**config.mk**
```make
export PLATFORM = sky130hd
export DESIGN_NAME = spi_ram_slave
export DESIGN_NICKNAME = d
export VERILOG_FILES = /design/src/rtl/spi_ram_slave.sv
export SDC_FILE = /design/constraint.sdc
export NUM_CORES = 1
export LEC_CHECK = 0
export ABC_CLOCK_PERIOD_IN_PS = 2990
export BUFFER_PORTS_ARGS = -buffer_cell sky130_fd_sc_hd__buf_2
export CORE_ASPECT_RATIO = 1.25
export CORE_MARGIN = 2
export CORE_UTILIZATION = 59
export CTS_BUF_LIST = sky130_fd_sc_hd__clkbuf_16
export CTS_CLUSTER_SIZE = 12
export DETAILED_ROUTE_END_ITERATION = 16
export PLACE_DENSITY = 0.78
export SLEW_MARGIN = 15
export SYNTH_ARGS = -nofsm -noshare
export SYNTH_HDL_FRONTEND = slang
export SYNTH_SLANG_ARGS = --single-unit
```
**constraint.sdc**
```tcl
create_clock -name i_clk -period 2.99 [get_ports i_clk]
set_input_delay 0.1495 -clock i_clk [delete_from_list [all_inputs] [get_ports i_clk]]
set_output_delay 0.1495 -clock i_clk [all_outputs]
set_load 0.1 [all_outputs]
```
**src/rtl/spi_ram_slave.sv**
```systemverilog
// SPI mode-0 slave front-end for the byte-wide test RAM store.
// Oversamples SCK/CS_N/MOSI on i_clk and decodes READ (0x03) / WRITE (0x02) bursts.
module spi_ram_slave #(
  parameter int unsigned AW          = 16,
  parameter int unsigned SYNC_STAGES = 2
) (
  input  logic          i_clk,
  input  logic          i_rst_n,
  input  logic          i_spi_sck,
  input  logic          i_spi_cs_n,
  input  logic          i_spi_mosi,
  output logic          o_spi_miso,
  output logic          o_spi_miso_oe,
  output logic [AW-1:0] o_mem_addr,
  output logic [7:0]    o_mem_wdata,
  output logic          o_mem_we_n,
  output logic          o_mem_re,
  input  logic [7:0]    i_mem_rdata,
  output logic          o_busy
);

  localparam int unsigned ABYTES = (AW + 7) / 8;
  localparam int unsigned ABITS  = 8 * ABYTES;
  localparam int unsigned CNT_W  = $clog2(ABITS + 1);

  localparam logic [2:0] S_IDLE   = 3'd0;
  localparam logic [2:0] S_CMD    = 3'd1;
  localparam logic [2:0] S_ADDR   = 3'd2;
  localparam logic [2:0] S_WDATA  = 3'd3;
  localparam logic [2:0] S_RDATA  = 3'd4;
  localparam logic [2:0] S_IGNORE = 3'd5;

  localparam logic [7:0] CMD_WRITE = 8'h02;
  localparam logic [7:0] CMD_READ  = 8'h03;

  logic [SYNC_STAGES-1:0] sck_sync, cs_sync, mosi_sync;
  logic                   sck_prev, cs_prev;
  logic                   sck_s, cs_s, mosi_s;
  logic                   sck_rise, sck_fall, cs_rise, cs_fall;

  logic [2:0]       state, state_d;
  logic [CNT_W-1:0] cnt, cnt_d;
  logic [ABITS-2:0] sr, sr_d;
  logic [ABITS-1:0] sr_sh;
  logic [7:0]       tx, tx_d;
  logic             is_read, is_read_d;
  logic             ld, ld_d;
  logic [AW-1:0]    addr_d;
  logic [7:0]       wdata_d;
  logic             we_n_d, re_d, miso_d, oe_d, busy_d;

  // Input synchronisers plus one extra sample of SCK/CS_N for edge detection
  always_ff @(posedge i_clk or negedge i_rst_n) begin
    if (!i_rst_n) begin
      sck_sync  <= '0;
      cs_sync   <= '1;
      mosi_sync <= '0;
      sck_prev  <= 1'b0;
      cs_prev   <= 1'b1;
    end else begin
      sck_sync  <= {sck_sync[SYNC_STAGES-2:0], i_spi_sck};
      cs_sync   <= {cs_sync[SYNC_STAGES-2:0], i_spi_cs_n};
      mosi_sync <= {mosi_sync[SYNC_STAGES-2:0], i_spi_mosi};
      sck_prev  <= sck_sync[SYNC_STAGES-1];
      cs_prev   <= cs_sync[SYNC_STAGES-1];
    end
  end

  assign sck_s    = sck_sync[SYNC_STAGES-1];
  assign cs_s     = cs_sync[SYNC_STAGES-1];
  assign mosi_s   = mosi_sync[SYNC_STAGES-1];
  assign sck_rise = sck_s & ~sck_prev;
  assign sck_fall = ~sck_s & sck_prev;
  assign cs_rise  = cs_s & ~cs_prev;
  assign cs_fall  = ~cs_s & cs_prev;
  assign sr_sh    = {sr, mosi_s};

  // Next-state and next-output logic
  always_comb begin
    state_d   = state;
    cnt_d     = cnt;
    sr_d      = sr;
    tx_d      = tx;
    is_read_d = is_read;
    ld_d      = o_mem_re;
    addr_d    = o_mem_addr;
    wdata_d   = o_mem_wdata;
    we_n_d    = 1'b1;
    re_d      = 1'b0;

    // Post-write increment happens after the strobe cycle, even across deselect
    if (!o_mem_we_n) addr_d = o_mem_addr + AW'(1);
    if (ld) tx_d = i_mem_rdata;

    if (cs_rise) begin
      state_d = S_IDLE;
    end else begin
      case (state)
        S_IDLE: begin
          if (cs_fall) begin
            state_d = S_CMD;
            cnt_d   = '0;
          end
        end
        S_CMD: begin
          if (sck_rise) begin
            sr_d  = sr_sh[ABITS-2:0];
            cnt_d = cnt + CNT_W'(1);
            if (cnt == CNT_W'(7)) begin
              cnt_d = '0;
              if (sr_sh[7:0] == CMD_WRITE) begin
                state_d   = S_ADDR;
                is_read_d = 1'b0;
              end else if (sr_sh[7:0] == CMD_READ) begin
                state_d   = S_ADDR;
                is_read_d = 1'b1;
              end else begin
                state_d = S_IGNORE;
              end
            end
          end
        end
        S_ADDR: begin
          if (sck_rise) begin
            sr_d  = sr_sh[ABITS-2:0];
            cnt_d = cnt + CNT_W'(1);
            if (cnt == CNT_W'(ABITS - 1)) begin
              cnt_d  = '0;
              addr_d = sr_sh[AW-1:0];
              if (is_read) begin
                state_d = S_RDATA;
                re_d    = 1'b1;
              end else begin
                state_d = S_WDATA;
              end
            end
          end
        end
        S_WDATA: begin
          if (sck_rise) begin
            sr_d  = sr_sh[ABITS-2:0];
            cnt_d = cnt + CNT_W'(1);
            if (cnt == CNT_W'(7)) begin
              cnt_d   = '0;
              wdata_d = sr_sh[7:0];
              we_n_d  = 1'b0;
            end
          end
        end
        S_RDATA: begin
          if (sck_rise) begin
            cnt_d = cnt + CNT_W'(1);
            if (cnt == CNT_W'(7)) begin
              cnt_d  = '0;
              addr_d = o_mem_addr + AW'(1);
              re_d   = 1'b1;
            end
          end else if (sck_fall && (cnt != '0)) begin
            // Falls before the first rise of a byte keep bit 7 on the line
            tx_d = {tx[6:0], 1'b0};
          end
        end
        default: ;
      endcase
    end

    miso_d = (state_d == S_RDATA) ? tx_d[7] : 1'b0;
    oe_d   = (state_d == S_RDATA);
    busy_d = (state_d != S_IDLE);
  end

  always_ff @(posedge i_clk or negedge i_rst_n) begin
    if (!i_rst_n) begin
      state         <= S_IDLE;
      cnt           <= '0;
      sr            <= '0;
      tx            <= '0;
      is_read       <= 1'b0;
      ld            <= 1'b0;
      o_mem_addr    <= '0;
      o_mem_wdata   <= '0;
      o_mem_we_n    <= 1'b1;
      o_mem_re      <= 1'b0;
      o_spi_miso    <= 1'b0;
      o_spi_miso_oe <= 1'b0;
      o_busy        <= 1'b0;
    end else begin
      state         <= state_d;
      cnt           <= cnt_d;
      sr            <= sr_d;
      tx            <= tx_d;
      is_read       <= is_read_d;
      ld            <= ld_d;
      o_mem_addr    <= addr_d;
      o_mem_wdata   <= wdata_d;
      o_mem_we_n    <= we_n_d;
      o_mem_re      <= re_d;
      o_spi_miso    <= miso_d;
      o_spi_miso_oe <= oe_d;
      o_busy        <= busy_d;
    end
  end

endmodule

```
==> impl_metrics.tcl, run 1 <==
set metrics [dict create \
    outcome "completed" \
    fin_crit_ps 2460 \
    clk_pin_slew_ps 60 \
    syn_inst 381 \
    rsz0062_at_grt "no" \
    r2r-end "o_mem_addr[9]$_DFF_PN0_" \
    syn_nets 399 \
    drive_gt1_share_pct 24.65 \
    power_density_nw_per_um2 515.3 \
    hpwlAfterDp_mm 6.342 \
    grt_start_max_net_pins 71 \
    rows 33 \
    max_freq_mhz 406.5 \
    drt_iter0_drc 358 \
    rr_worst_depth 7 \
    groute.layer.met2.usage_pct 44.69 \
    port_buffers 41 \
    numCtsBuffers 9 \
    drt_pass1_iterations 6 \
    grt_pass1_wl_mm 15.08 \
    clockBufferDepth 2 \
    die_area_sq_um 7254 \
    worst_setup_path_end_kind "flop" \
    slew_viol_final 0 \
    drv_cap 0 \
    num_vias 3275 \
    hold_ws_ps 5.796 \
    cts.sinks 70 \
    setup-tns-final_ps 0 \
    setup_violations 0 \
    min_path_type "input pin to async pin" \
    grt_usage_pct 26.90 \
    top_usage_layer "met2" \
    critPathKind "flop to flop" \
    drc_errors 0 \
    avgSynthCellArea_sq_um 10.20 \
    antenna_cells 0 \
    fin_nets 443 \
    total_power_mw 2.322 \
    synth_ff_type "dfrtp_1" \
    setup.worst_path.start_class "flop" \
    core_sq_um 6482 \
    vias_per_cell 6.335 \
    start_util_pct 59.93 \
    fin_crit_sh_pct 82.27 \
    htreeDepth 3 \
    synth_edf_count 0 \
    die_x_um 76.58 \
    areaGrowthSynthToFinish_pct 15.97 \
    wl_per_cell_um 17.92 \
    ant_nets 0 \
    antenna_found_initial 0 \
    final_util_pct 69.50 \
    cts_tree "yes" \
    finalHoldViolCount 0 \
    die_y_um 94.73 \
    seq_area_frac_synth_pct 45.22 \
    critPathSlowestCell "nand3b_1" \
    async_flop_share_pct 100.0 \
    use_met1_pct 33.79 \
    gp_congestion 0.9592 \
    drt_wl_total_mm 9.266 \
    r2r-start "cnt[1]$_DFFE_PN0P_" \
    cp_max_fo 18 \
    grt_pass1_vias 3092 \
    tightest_slew_ps 880.6 \
    met3_usage_pct 4.015 \
    cp.required_ps 3220 \
    worstSkewPairLatency_ps 340 \
    ff2ff_setup_slack_ps 530 \
    ys_ff_latch 70 \
    clockRootBuffer "clkbuf_16" \
    synth.distinct_cells 64 \
    gr-total-overflow 0 \
    path_common_cell "ha_1" \
    worst_ir_drop_vdd_mv 0.4747 \
    fillerInstances 509 \
    worst_clock_skew_ps 11.61 \
    arrival_ps 2690 \
    critical_path.cell_chain "ha_1 > and3_1 > ha_1 > nand3b_1 > o21ai_0 > a21oi_1 > a211o_1" \
    ys_warn_count 0 \
    leakage_nw 2.017 \
    synthesis.area_sq_um 3885 \
    relSlewSlack_pct 41.29 \
    ioPinCount 42 \
    critical_path.max_stage_delay_ps 510 \
]
[sequential cells by signal (all words and copies together), names as in the netlist]
signal / flops
cnt: 5
cs_prev: 1
cs_sync: 2
is_read: 1
ld: 1
mosi_sync: 2
o_busy: 1
o_mem_addr: 16
o_mem_re: 1
o_mem_wdata: 8
o_mem_we_n: 1
o_spi_miso: 1
o_spi_miso_oe: 1
sck_prev: 1
sck_sync: 2
sr: 15
state: 3
tx: 8
[through the flow]
stage                     instance area, sq um  setup WS (ps)  instances
after detailed placement                  4183          552.2        498
after CTS                                 4506          555.7        517
after global routing                      4506          405.1        517
final                                     4506          530.1        517
after global placement                    4183          648.6        498
after floorplan                           3885          455.7        381
[routing by layer]
metal  vias to the layer above  share of wire (%)
met2                       176                 49
met1                      1561                 42
met4                         0                2.8
met3                        26                6.2
li1                       1512                  -
met5                         -                  0
[placed cells by master (no fill, tap or decap), types with 3 or more instances in the layout]
cell	count
o21ai_1	6
inv_1	14
a41oi_1	3
nor4_1	6
nor3_1	12
xnor2_1	10
mux2_2	26
nand2_1	19
a21o_1	6
ha_1	5
nand3_1	10
dfrtp_1	66
o221ai_1	3
clkbuf_16	9
xor2_1	6
o21ai_0	22
a22o_1	4
nor3b_1	3
and3_1	8
and4_1	3
mux2i_1	11
dfstp_2	4
a211o_1	3
dlygate4sd3_1	3
buf_2	41
nor2_1	24
nand4_1	5
o211ai_1	5
buf_4	9
nor2b_1	5
a31oi_1	6
a211oi_1	5
a21oi_1	17
nand2b_1	7
[cells in the mapped netlist, drive strengths merged (3+ instances only)]
cell type | number | area, sq um
dfrtp | 66 | 1652
o21ai | 29 | 148.9
mux2 | 26 | 292.8
nor2 | 25 | 96.35
nand2 | 19 | 71.32
a21oi | 18 | 93.84
inv | 13 | 48.80
nor3 | 12 | 60.06
clkbuf | 11 | 41.29
mux2i | 11 | 110.1
nand3 | 11 | 60.06
xnor2 | 10 | 87.58
buf | 9 | 42.54
and3 | 8 | 50.05
nand2b | 7 | 43.79
nor4 | 7 | 58.81
a21o | 6 | 45.04
a31oi | 6 | 37.54
xor2 | 6 | 52.55
a211oi | 5 | 37.54
ha | 5 | 62.56
nand4 | 5 | 31.28
nor2b | 5 | 31.28
o211ai | 5 | 37.54
a22o | 4 | 35.03
dfstp | 4 | 105.1
nor3b | 4 | 35.03
a211o | 3 | 26.28
a41oi | 3 | 26.28
and4 | 3 | 26.28
nor4b | 3 | 41.29
o221ai | 3 | 26.28
[kinds of logic after synthesis]
family / count (synthesis) / synth area share (%)
compound gates: 97 / 16.94
xor+xnor: 16 / 3.607
fa+ha+maj: 5 / 1.610
buf+inv: 33 / 3.414
flops: 70 / 45.22
mux: 37 / 10.37
simple gates: 123 / 18.84
[power by group]
group / internal (mW) / switching [mW] / total (mW)
sequential: 1.01 / 0.0782 / 1.09
clock: 0.640 / 0.407 / 1.05
combinational: 0.0865 / 0.103 / 0.190
total: 1.73 / 0.588 / 2.32
[worst max-delay path by stage]
stage,from,end,cells after the start
floorplan,o_mem_addr[0]$_DFF_PN0_,o_mem_addr[8]$_DFF_PN0_,6
global placement,cs_prev$_DFF_PN1_,o_spi_miso$_DFF_PN0_,6
detailed placement,cs_prev$_DFF_PN1_,o_spi_miso$_DFF_PN0_,6
CTS,cs_prev$_DFF_PN1_,o_spi_miso$_DFF_PN0_,6
global route,cs_prev$_DFF_PN1_,o_spi_miso$_DFF_PN0_,6
finish,cnt[1]$_DFFE_PN0P_,o_mem_addr[9]$_DFF_PN0_,7
[area by class of cell]
type	count	area, sq um	area share, %
clock buffer	9	225.2	4.999
clock inverter	7	67.56	1.500
inverter	13	48.80	1.083
multi-input combinational	278	1996	44.29
sequential	70	1757	38.99
tap	87	108.9	2.416
timing repair buffer	53	302.8	6.720
[critical path: cells and delay by family (launching register included)]
family,cells,cell delay [ps]
DFF,1,380
AOI/OAI and AO/OA,3,820
and+or+nand+nor,2,710
adders and majority gates,2,440
[repair_timing]
action | 4_1_cts | 5_1_grt
setup endpoints to repair | 0 | 0
hold buffers | 3 | 0
gates resized for setup | 0 | 0
buffers inserted | 0 | 0
endpoints found under the hold margin | 3 | 0
Note: power is estimated with default switching activity, not from simulation.
==> run 2: changes to the inputs <==
Settings changed: ABC_AREA set to 1, ABC_CLOCK_PERIOD_IN_PS 2990 to 2280.
Clock period 2.99 ns to 2.28 ns, I/O delays scaled along.
==> impl_metrics.tcl, run 2 <==
set metrics [dict create \
    outcome "completed" \
    synthMuxAreaShare_pct 0.5069 \
    ioPinCount 42 \
    arrival_ps 2260 \
    total_power_mw 3.040 \
    fin_crit_sh_pct 89.21 \
    htreeDepth 3 \
    yosys.area_share.simple_pct 30.41 \
    drt_iter0_drc 272 \
    ys_top_cells_by_count "nand2_1, inv_1, o21ai_0" \
    grt_usage_pct 30.05 \
    die_y_um 98.29 \
    fin_nets 656 \
    grt_pass1_wl_mm 18.20 \
    worst_ir_drop_vdd_mv 0.6971 \
    numCtsBuffers 9 \
    syn_nets 610 \
    clockBufferDepth 2 \
    rr_worst_depth 12 \
    fin_crit_ps 2034 \
    clockRootBuffer "clkbuf_16" \
    drv_cap 0 \
    synth_most_common_cell "nand2_1" \
    die_x_um 79.44 \
    final_common_cell "nand2_1" \
    drive_gt1_share_pct 16.49 \
    hpwlAfterDp_mm 7.527 \
    cts_tree "yes" \
    slew_viol_final 0 \
    min_path_type "input pin to flop" \
    synth_edf_count 0 \
    antenna_found_initial 0 \
    finalHoldViolCount 0 \
    ant_nets 0 \
    grt_start_max_net_pins 34 \
    ys_ff_latch 70 \
    seq_area_frac_synth_pct 41.86 \
    gr-total-overflow 0 \
    grt_pass1_vias 3930 \
    largest-register "o_mem_addr" \
    setup.worst_path.start_class "flop" \
    cts.sinks 70 \
    start_util_pct 60.52 \
    drt_pass1_iterations 8 \
    synthDominantCellAreaShare_pct 39.36 \
    die_area_sq_um 7808 \
    worst_setup_path_end_kind "flop" \
    gp_congestion 0.9002 \
    hold_ws_ps 85.70 \
    tightest_slew_ps 598.6 \
    synth_top_family_by_area "simple AND/OR/NAND/NOR gates" \
    vias_per_cell 5.536 \
    leakage_nw 2.550 \
    num_vias 4058 \
    ys_warn_count 0 \
    hold_depth 5 \
    synth.distinct_cells 37 \
    core_sq_um 6934 \
    synthXorXnorAreaFrac_pct 0.8348 \
    synth_compound_gate_area_share_pct 15.15 \
    largest_reg_flops 16 \
    critPathKind "flop to flop" \
    final_cell_mix "nand2_1, inv_1, o21ai_0" \
    areaGrowthSynthToFinish_pct 15.12 \
    synth.area.top_cells "dfrtp_1, nand2_1, o21ai_0" \
    setup_violations 0 \
    max_freq_mhz 491.7 \
    port_buffers 41 \
    clk_pin_slew_ps 60 \
    yosysTopAreaCell "dfrtp_1" \
    drc_errors 0 \
    cp.required_ps 2510 \
    worstSkewPairLatency_ps 340 \
    synth_ff_type "dfrtp_1" \
    fillerInstances 608 \
    wl_per_cell_um 14.89 \
    worst_clock_skew_ps 6.573 \
    drt_wl_total_mm 10.92 \
    antenna_cells 0 \
    async_flop_share_pct 100.0 \
    power_density_nw_per_um2 629.3 \
    reg_top3 "o_mem_addr (16), sr (15)" \
    rows 34 \
    synthesis.area_sq_um 4197 \
    avgSynthCellArea_sq_um 7.089 \
    relSlewSlack_pct 60.05 \
    cp_max_fo 21 \
    yosys.area_share.adder_pct 1.491 \
    syn_inst 592 \
    rsz0062_at_grt "yes" \
    setup-tns-final_ps 0 \
]
## run 2: where the power goes
group          internal, mW  switching [mW]  leakage [nW]
Sequential             1.30          0.0383         0.903
Combinational        0.0894           0.216          1.50
Clock                 0.840           0.554         0.147
## run 2: worst paths after layout
kind,from,to,slack [ps]
min in group asynchronous,i_rst_n,o_mem_addr[9]$_DFF_PN0_,310
min reg2reg,mosi_sync[0]$_DFF_PN0_,mosi_sync[1]$_DFF_PN0_,350
min,i_mem_rdata[5],tx[5]$_DFF_PN0_,90
max,cnt[1]$_DFFE_PN0P_,o_mem_addr[6]$_DFF_PN0_,250
max reg2reg,cnt[1]$_DFFE_PN0P_,o_mem_addr[6]$_DFF_PN0_,250
max in group asynchronous,i_rst_n,o_mem_we_n$_DFF_PN1_,1240
## run 2: per-layer routing
layer / share of wire (%) / routed length [um] / vias to the layer above / global-route usage (%)
met2: 51 / 5534 / 163 / 51.07
met4: 3.7 / 404 / 0 / 15.12
li1: - / - / 1981 / -
met1: 40 / 4358 / 1873 / 36.56
met5: 0 / 0 / - / 0
met3: 5.7 / 621 / 41 / 4.713
## run 2: area by class of cell
type	instances	area, sq um	area share, %
timing repair buffer	55	345.3	7.148
inverter	78	294.0	6.087
clock inverter	7	65.06	1.347
multi-input combinational	424	2031	42.04
clock buffer	9	225.2	4.662
sequential	70	1758	36.39
tap	90	112.6	2.331
## run 2: critical path, stage by stage (launching register included)
cell and delay (ps):
dfrtp_1 360, ha_1 190, nand2_2 80, nor2_1 150, ha_1 240, inv_1 50
nor2_1 160, buf_4 290, a21oi_1 110, o21ai_0 110, nand2_1 80, nand2_1 60
nand2_1 50
## run 2: logic make-up after synthesis
logic type,count (synthesis)
simple gates,294
compound gates,119
buf+inv,98
flops,70
fa+ha+maj,5
xor+xnor,4
mux,2
## run 2: metrics by stage
step	area, sq um	setup slack, ps	instances	util, %
4_1_cts	4831	171.1	733	69.67
3_5_place_dp	4501	216.5	713	64.90
5_1_grt	4831	-11.85	733	69.67
3_3_place_gp	4501	321.9	713	64.90
6_report	4831	246.1	733	69.67
2_1_floorplan	4198	9.896	592	-
## run 2: repair_timing
action / in CTS / in global routing
buffers inserted: 0 / 0
endpoints found under the hold margin: 21 / 0
hold buffers: 4 / 0
resized for setup: 0 / 1
setup endpoints to repair: 0 / 4
